`src/rtl/uart_pkg.sv`:
```
// Shared definitions for the UART transmitter: FSM state encoding, the default
// oversampling ratio and the even-parity helper.
package uart_pkg;

    localparam int OVERSAMPLE_DEFAULT = 16;

    typedef enum logic [2:0] {
        ST_IDLE   = 3'd0,
        ST_START  = 3'd1,
        ST_DATA   = 3'd2,
        ST_PARITY = 3'd3,
        ST_STOP   = 3'd4
    } tx_state_e;

    // Even parity over up to 32 data bits; callers zero-extend narrower words.
    function automatic logic even_parity(input logic [31:0] d);
        return ^d;
    endfunction

endpackage

```
`src/rtl/uart_transmitter_if.sv`:
```
// Signal bundle between a UART transmitter and its host. Handshake: the host pulses
// Tx_WR for one clk with Tx_DATA valid; it is taken only while Tx_EN=1 and Tx_BUSY=0.
interface uart_transmitter_if #(
    parameter int DATA_W = 8
);
    import uart_pkg::*;

    logic              sample_ENABLE;
    logic              Tx_EN;
    logic              Tx_WR;
    logic [DATA_W-1:0] Tx_DATA;
    logic              TxD;
    logic              Tx_BUSY;
    tx_state_e         state_dbg;

    modport master (
        output sample_ENABLE, Tx_EN, Tx_WR, Tx_DATA,
        input  TxD, Tx_BUSY, state_dbg
    );

    modport slave (
        input  sample_ENABLE, Tx_EN, Tx_WR, Tx_DATA,
        output TxD, Tx_BUSY, state_dbg
    );

endinterface

```
`src/rtl/tick_edge_detect.sv`:
```
// Registered rising-edge detector: turns the baud controller's sample_ENABLE level
// into a single-clk tick, however long the level stays high.
module tick_edge_detect (
    input  logic clk,
    input  logic reset,
    input  logic sample_i,
    output logic tick_o
);

    logic sample_q;

    always_ff @(posedge clk) begin
        if (!reset) begin
            sample_q <= 1'b0;
        end else begin
            sample_q <= sample_i;
        end
    end

    assign tick_o = sample_i & ~sample_q;

endmodule

```
`src/rtl/uart_transmitter.sv`:
```
// UART transmitter: start bit, DATA_W data bits LSB first, optional even parity, stop.
// Define UART_TX_PARITY_EN to add the parity bit to every frame.
module uart_transmitter
    import uart_pkg::*;
#(
    parameter int OVERSAMPLE = OVERSAMPLE_DEFAULT,
    parameter int DATA_W     = 8
) (
    input  logic              clk,
    input  logic              reset,
    uart_transmitter_if.slave tx
);

    localparam int TW = (OVERSAMPLE > 1) ? $clog2(OVERSAMPLE) : 1;
    localparam int BW = (DATA_W > 1) ? $clog2(DATA_W) : 1;

    tx_state_e         state_q, state_d;
    logic [TW-1:0]     tick_cnt_q, tick_cnt_d;
    logic [BW-1:0]     bit_cnt_q, bit_cnt_d, bit_cnt_inc;
    logic [DATA_W-1:0] data_q, data_d;
    logic              txd_q, txd_d;
    logic              busy_q, busy_d;
    logic              tick, accept, bit_done, last_bit;

    tick_edge_detect u_tick (
        .clk      (clk),
        .reset    (reset),
        .sample_i (tx.sample_ENABLE),
        .tick_o   (tick)
    );

    assign accept      = (state_q == ST_IDLE) && tx.Tx_EN && !busy_q && tx.Tx_WR;
    assign bit_done    = tick && (tick_cnt_q == TW'(OVERSAMPLE - 1));
    assign last_bit    = (bit_cnt_q == BW'(DATA_W - 1));
    assign bit_cnt_inc = bit_cnt_q + 1'b1;

    always_ff @(posedge clk) begin
        if (!reset) begin
            state_q <= ST_IDLE;
        end else begin
            state_q <= state_d;
        end
    end

    always_comb begin
        state_d = state_q;
        case (state_q)
            ST_IDLE:  if (accept)   state_d = ST_START;
            ST_START: if (bit_done) state_d = ST_DATA;
            ST_DATA: begin
                if (bit_done && last_bit) begin
`ifdef UART_TX_PARITY_EN
                    state_d = ST_PARITY;
`else
                    state_d = ST_STOP;
`endif
                end
            end
`ifdef UART_TX_PARITY_EN
            ST_PARITY: if (bit_done) state_d = ST_STOP;
`endif
            ST_STOP:  if (bit_done) state_d = ST_IDLE;
            default:  state_d = ST_IDLE;
        endcase
    end

    // Each *_d is the value the line/counters take on the next edge, so TxD leaves a flop.
    always_comb begin
        tick_cnt_d = tick_cnt_q;
        bit_cnt_d  = bit_cnt_q;
        data_d     = data_q;
        txd_d      = txd_q;
        busy_d     = busy_q;
        if (state_q == ST_IDLE) begin
            if (accept) begin
                data_d     = tx.Tx_DATA;
                txd_d      = 1'b0;
                busy_d     = 1'b1;
                tick_cnt_d = '0;
                bit_cnt_d  = '0;
            end
        end else if (tick) begin
            if (bit_done) begin
                tick_cnt_d = '0;
                case (state_q)
                    ST_START: begin
                        bit_cnt_d = '0;
                        txd_d     = data_q[0];
                    end
                    ST_DATA: begin
                        if (last_bit) begin
                            bit_cnt_d = '0;
`ifdef UART_TX_PARITY_EN
                            txd_d = even_parity(32'(data_q));
`else
                            txd_d = 1'b1;
`endif
                        end else begin
                            bit_cnt_d = bit_cnt_inc;
                            txd_d     = data_q[bit_cnt_inc];
                        end
                    end
`ifdef UART_TX_PARITY_EN
                    ST_PARITY: txd_d = 1'b1;
`endif
                    ST_STOP: begin
                        txd_d  = 1'b1;
                        busy_d = 1'b0;
                    end
                    default: begin
                        txd_d  = 1'b1;
                        busy_d = 1'b0;
                    end
                endcase
            end else begin
                tick_cnt_d = tick_cnt_q + 1'b1;
            end
        end
    end

    always_ff @(posedge clk) begin
        if (!reset) begin
            tick_cnt_q <= '0;
            bit_cnt_q  <= '0;
            data_q     <= '0;
            txd_q      <= 1'b1;
            busy_q     <= 1'b0;
        end else begin
            tick_cnt_q <= tick_cnt_d;
            bit_cnt_q  <= bit_cnt_d;
            data_q     <= data_d;
            txd_q      <= txd_d;
            busy_q     <= busy_d;
        end
    end

    assign tx.TxD       = txd_q;
    assign tx.Tx_BUSY   = busy_q;
    assign tx.state_dbg = state_q;

endmodule
```
`src/flat_wrapper.sv`:
```
// flat-port wrapper written by rule: the top's interface ports become plain ports
module uart_transmitter_flat import uart_pkg::*;
#(
    parameter int OVERSAMPLE = OVERSAMPLE_DEFAULT,
    parameter int DATA_W     = 8
)
  (clk, reset, tx_sample_ENABLE, tx_Tx_EN, tx_Tx_WR, tx_Tx_DATA, tx_TxD, tx_Tx_BUSY, tx_state_dbg);
  uart_transmitter_if #(.DATA_W(DATA_W)) tx_i ();
  input  logic clk;
  input  logic reset;
  input wire logic [$bits(tx_i.sample_ENABLE)-1:0] tx_sample_ENABLE;
  input wire logic [$bits(tx_i.Tx_EN)-1:0] tx_Tx_EN;
  input wire logic [$bits(tx_i.Tx_WR)-1:0] tx_Tx_WR;
  input wire logic [$bits(tx_i.Tx_DATA)-1:0] tx_Tx_DATA;
  output wire logic [$bits(tx_i.TxD)-1:0] tx_TxD;
  output wire logic [$bits(tx_i.Tx_BUSY)-1:0] tx_Tx_BUSY;
  output wire logic [$bits(tx_i.state_dbg)-1:0] tx_state_dbg;
  assign tx_i.sample_ENABLE = tx_sample_ENABLE;
  assign tx_i.Tx_EN = tx_Tx_EN;
  assign tx_i.Tx_WR = tx_Tx_WR;
  assign tx_i.Tx_DATA = tx_Tx_DATA;
  assign tx_TxD = tx_i.TxD;
  assign tx_Tx_BUSY = tx_i.Tx_BUSY;
  assign tx_state_dbg = tx_i.state_dbg;
  uart_transmitter #(.OVERSAMPLE(OVERSAMPLE), .DATA_W(DATA_W)) u_core (.clk(clk), .reset(reset), .tx(tx_i));
endmodule
```
`config.mk`:
```
export PLATFORM = sky130hd
export DESIGN_NAME = uart_transmitter_flat
export DESIGN_NICKNAME = d
export VERILOG_FILES = /design/src/rtl/uart_pkg.sv /design/src/rtl/uart_transmitter_if.sv /design/src/rtl/tick_edge_detect.sv /design/src/rtl/uart_transmitter.sv /design/src/flat_wrapper.sv
export SDC_FILE = /design/constraint.sdc
export NUM_CORES = 1
export LEC_CHECK = 0
export CORE_MARGIN = 4
export CORE_UTILIZATION = 51
export DETAILED_ROUTE_END_ITERATION = 16
export HOLD_SLACK_MARGIN = 0.1
export PLACE_DENSITY = 0.86
export RECOVER_POWER = 50
export SKIP_CTS_REPAIR_TIMING = 1
export SLEW_MARGIN = 20
export SYNTH_ARGS = -nofsm -noshare
export SYNTH_HDL_FRONTEND = slang
export SYNTH_HIERARCHICAL = 1
export SYNTH_SLANG_ARGS = --single-unit
```
`constraint.sdc`:
```
create_clock -name clk -period 2 [get_ports clk]
set_input_delay 0.6 -clock clk [delete_from_list [all_inputs] [get_ports clk]]
set_output_delay 0.6 -clock clk [all_outputs]
set_load 0.02 [all_outputs]
```
==> results of run 1 <==
final cells by class:
cell class | instances | area [µm²] | share of cell area, %
clock buffer | 4 | 26.3 | 1.96
timing repair buffer | 32 | 279 | 20.8
tap | 27 | 33.8 | 2.52
multi-input combinational | 91 | 577 | 43.0
sequential | 21 | 420 | 31.4
inverter | 1 | 3.75 | 0.280
power by group:
part,internal (mW),switching (mW)
registers,0.432,0.00847
clock network,0.0775,0.122
logic,0.0599,0.0506
worst max-delay path by stage:
stage | from | cells past startpoint | slack [ps] | to
finish | tx_sample_ENABLE | 6 | 70 | u_core/bit_cnt_q[1]
global route | tx_sample_ENABLE | 7 | 20 | u_core/tx.TxD
CTS | tx_sample_ENABLE | 6 | 70 | u_core/bit_cnt_q[1]
detailed placement | tx_sample_ENABLE | 6 | -240 | u_core/bit_cnt_q[1]
global placement | tx_sample_ENABLE | 6 | -200 | u_core/bit_cnt_q[1]
floorplan | u_core/bit_cnt_q[0] | 6 | 210 | u_core/tx.TxD
state kept, by name (all words and copies together), names as in the netlist:
signal and count:
u_core/tx.state_dbg 3, u_core/bit_cnt_q 3, u_core/u_tick/sample_q 1, u_core/tx.TxD 1, u_core/data_q 8, u_core/tx.Tx_BUSY 1, u_core/tick_cnt_q 4
cell usage after synthesis (2+ instances only):
| cell type | count | area, µm² |
|---|---|---|
| ha_1 | 3 | 37.5 |
| buf_2 | 3 | 15.0 |
| nor2_1 | 6 | 22.5 |
| and2_1 | 2 | 12.5 |
| nand3b_1 | 2 | 15.0 |
| o2111a_1 | 2 | 22.5 |
| o31ai_1 | 2 | 15.0 |
| nand4_1 | 2 | 12.5 |
| a21oi_1 | 17 | 85.1 |
| nor4_1 | 3 | 18.8 |
| o21ai_0 | 4 | 20.0 |
| nor3_1 | 3 | 15.0 |
| dfxtp_1 | 21 | 420 |
| nand3_1 | 2 | 10.0 |
| xor2_1 | 2 | 17.5 |
| nand2_1 | 22 | 82.6 |
worst reg2reg max path, cell delays in order, from the launching register on:
cell      delay [ps]
dfxtp_1          340
ha_1             200
ha_1             380
mux4_2           520
nand2_1           90
o2111a_1         200
o31ai_1           70
through the flow:
stage	instances	power (mW)	util, %
after floorplan	120	0.508	-
after global placement	172	0.558	67.2
after detailed placement	172	0.561	67.2
after CTS	176	0.759	68.6
after global routing	176	0.788	68.3
final	176	0.751	68.3
layer usage:
metal | vias to the layer above | part of all wire [%] | track usage [%]
li1 | 495 | - | -
met1 | 467 | 42 | 23.7
met2 | 31 | 53 | 32.4
met3 | 2 | 4.6 | 2.82
met4 | 0 | 0.74 | 5.96
met5 | - | 0 | 0
kinds of logic after synthesis:
logic type      share of synthesized area (%)
simple gates                             27.9
compound gates                           18.5
mux                                      3.21
buf+inv                                  5.22
fa+ha+maj                                3.56
xor+xnor                                 1.66
flops                                    39.9
cell usage in the layout (no fill, tap or decap), drive strengths merged, types with 3 or more instances in the layout:
master / n
dfxtp: 21
o21ai: 4
clkdlybuf4s50: 16
nor3: 3
nand2: 22
ha: 3
nor4: 3
buf: 14
clkbuf: 5
nor2: 6
a21oi: 17
==> flow_summary_export.csv, run 1 <==
group,metric,value,unit
placement,pre_cts_ws,-242,ps
synthesis,synth_cell_type_count,40,
worst_setup_path,cpMaxStageDelayCell,"or4b_1",
layout,area.growth.synth_to_final,27.2,%
timing,final-hold-violation-count,0,
timing,clock.fmax,0.519,GHz
min_path,min_to,"u_core/data_q[5]",
routing,drtIter0Drc,32,
placement,gp_congestion,0.841,
routing,drc,0,
timing,report.final.slew_viol_count,0,
worst_setup_path,worst_ep_required_time,2240,ps
clock_network,path_clk_slew,110,ps
floorplanning,ioPinCount,18,
worst_setup_path,path_class,"in -> reg",
worst_setup_path,max_stage_delay,510,ps
synthesis,syn_area_per_cell,8.78,µm²
timing,rsz0062_at_grt,"no",
floorplanning,die_w,53.5,µm
timing,skew,4.66,ps
layout,num_antenna_cells,0,
routing,firstDrtPassIters,4,
global_routing,antenna_found_initial,0,
worst_setup_path,path_cells,"clkdlybuf4s50_1, nor2b_4, and4_4, a22oi_2, or4b_1, a21oi_1",
floorplanning,core_area,1960,µm²
layout,nFillCells,175,
worst_setup_path,arrival,2170,ps
global_routing,grt.total_usage,18.9,%
worst_setup_path,cp-start-kind,"primary input",
clock_network,clockRootBuffer,"clkbuf_4",
power_and_ir_drop,ir_drop,0.000366,V
placement,place_area,1320,µm²
routing,routedWlPerCell,13.9,µm
timing,post-route-min-period,1930,ps
placement,port_buffers,17,
routing,vias,995,
power_and_ir_drop,leakagePower,0.505,nW
synthesis,syn_inst,120,
timing,tns,0,ps
routing,viasPerCell,5.65,
power_and_ir_drop,p_per_area,560,nW/µm²
global_routing,grt_max_degree,18,
timing,tightest_slew,467,ps
clock_network,clk_path_buf_depth,2,
synthesis,synth_nets,136,
synthesis,synth_edf_count,0,
worst_setup_path,crit_fanout,4,
worst_setup_path,path_buf_inv,1,
routing,postRouteAntennaNets,0,
clock_network,cts_buffers,3,
min_path,holdPathStages,2,
global_routing,overflow,0,
min_path,hp-class,"reg -> reg",
layout,finalNetCount,166,
timing,setup_viol_count_final,0,
outcome,status,"finished, final reports clean",
clock_network,cts.sinks,21,
global_routing,grt_pass1_vias,884,
floorplanning,initial_core_util,53.7,%
worst_setup_path,rrSetupSlack,90,ps
clock_network,h-tree-depth,1,
worst_setup_path,r2r_cells,6,
timing,fin_crit_sh,96.4,%
timing,hold_slack,463,ps
floorplanning,dieArea,2860,µm²
synthesis,ys_seq_area_share,39.9,%
worst_setup_path,cp-end-kind,"flop",
layout,finalInstanceArea,1340,µm²
routing,wl,2440,µm
floorplanning,placementRows,16,
layout,drive_above_1_share,16.8,%
min_path,hold_path_startpoint,"u_core/data_q[5]",
clock_network,cts_tree,"done",
flow_run,maxCapViolCount,0,
timing,fin_ws,71.6,ps
synthesis,syn_area,1050,µm²
clock_network,clk_latency,290,ps
synthesis,ys_warn_count,6,
timing,slew-limit-headroom,68.9,%
synthesis,ys_seq_elements,21,
floorplanning,die_height,53.5,µm
synthesis,synth_flop_cell,"dfxtp_1",
global_routing,grt_first_pass_wirelength,3970,µm
synthesis,async_reset_ff_share,0,%
worst_setup_path,timing.rr.start,"u_core/bit_cnt_q[0]",
placement,hpwl,1870,µm
worst_setup_path,worst_r2r_endpoint,"u_core/tx.TxD",
worst_setup_path,critPathTopFamily,"simple AND/OR/NAND/NOR gates",
No activity file was read; power rests on OpenSTA's default activity.
==> run 2, diff against run 1 <==
--- a/config.mk
+++ b/config.mk
@@ -10,7 +10,7 @@
 export DETAILED_ROUTE_END_ITERATION = 16
 export HOLD_SLACK_MARGIN = 0.1
 export PLACE_DENSITY = 0.86
-export RECOVER_POWER = 50
+export RECOVER_POWER = 25
 export SKIP_CTS_REPAIR_TIMING = 1
 export SLEW_MARGIN = 20
 export SYNTH_ARGS = -nofsm -noshare
==> results of run 2 <==
Final layout, timing and power as in run 1 (identical DEF).
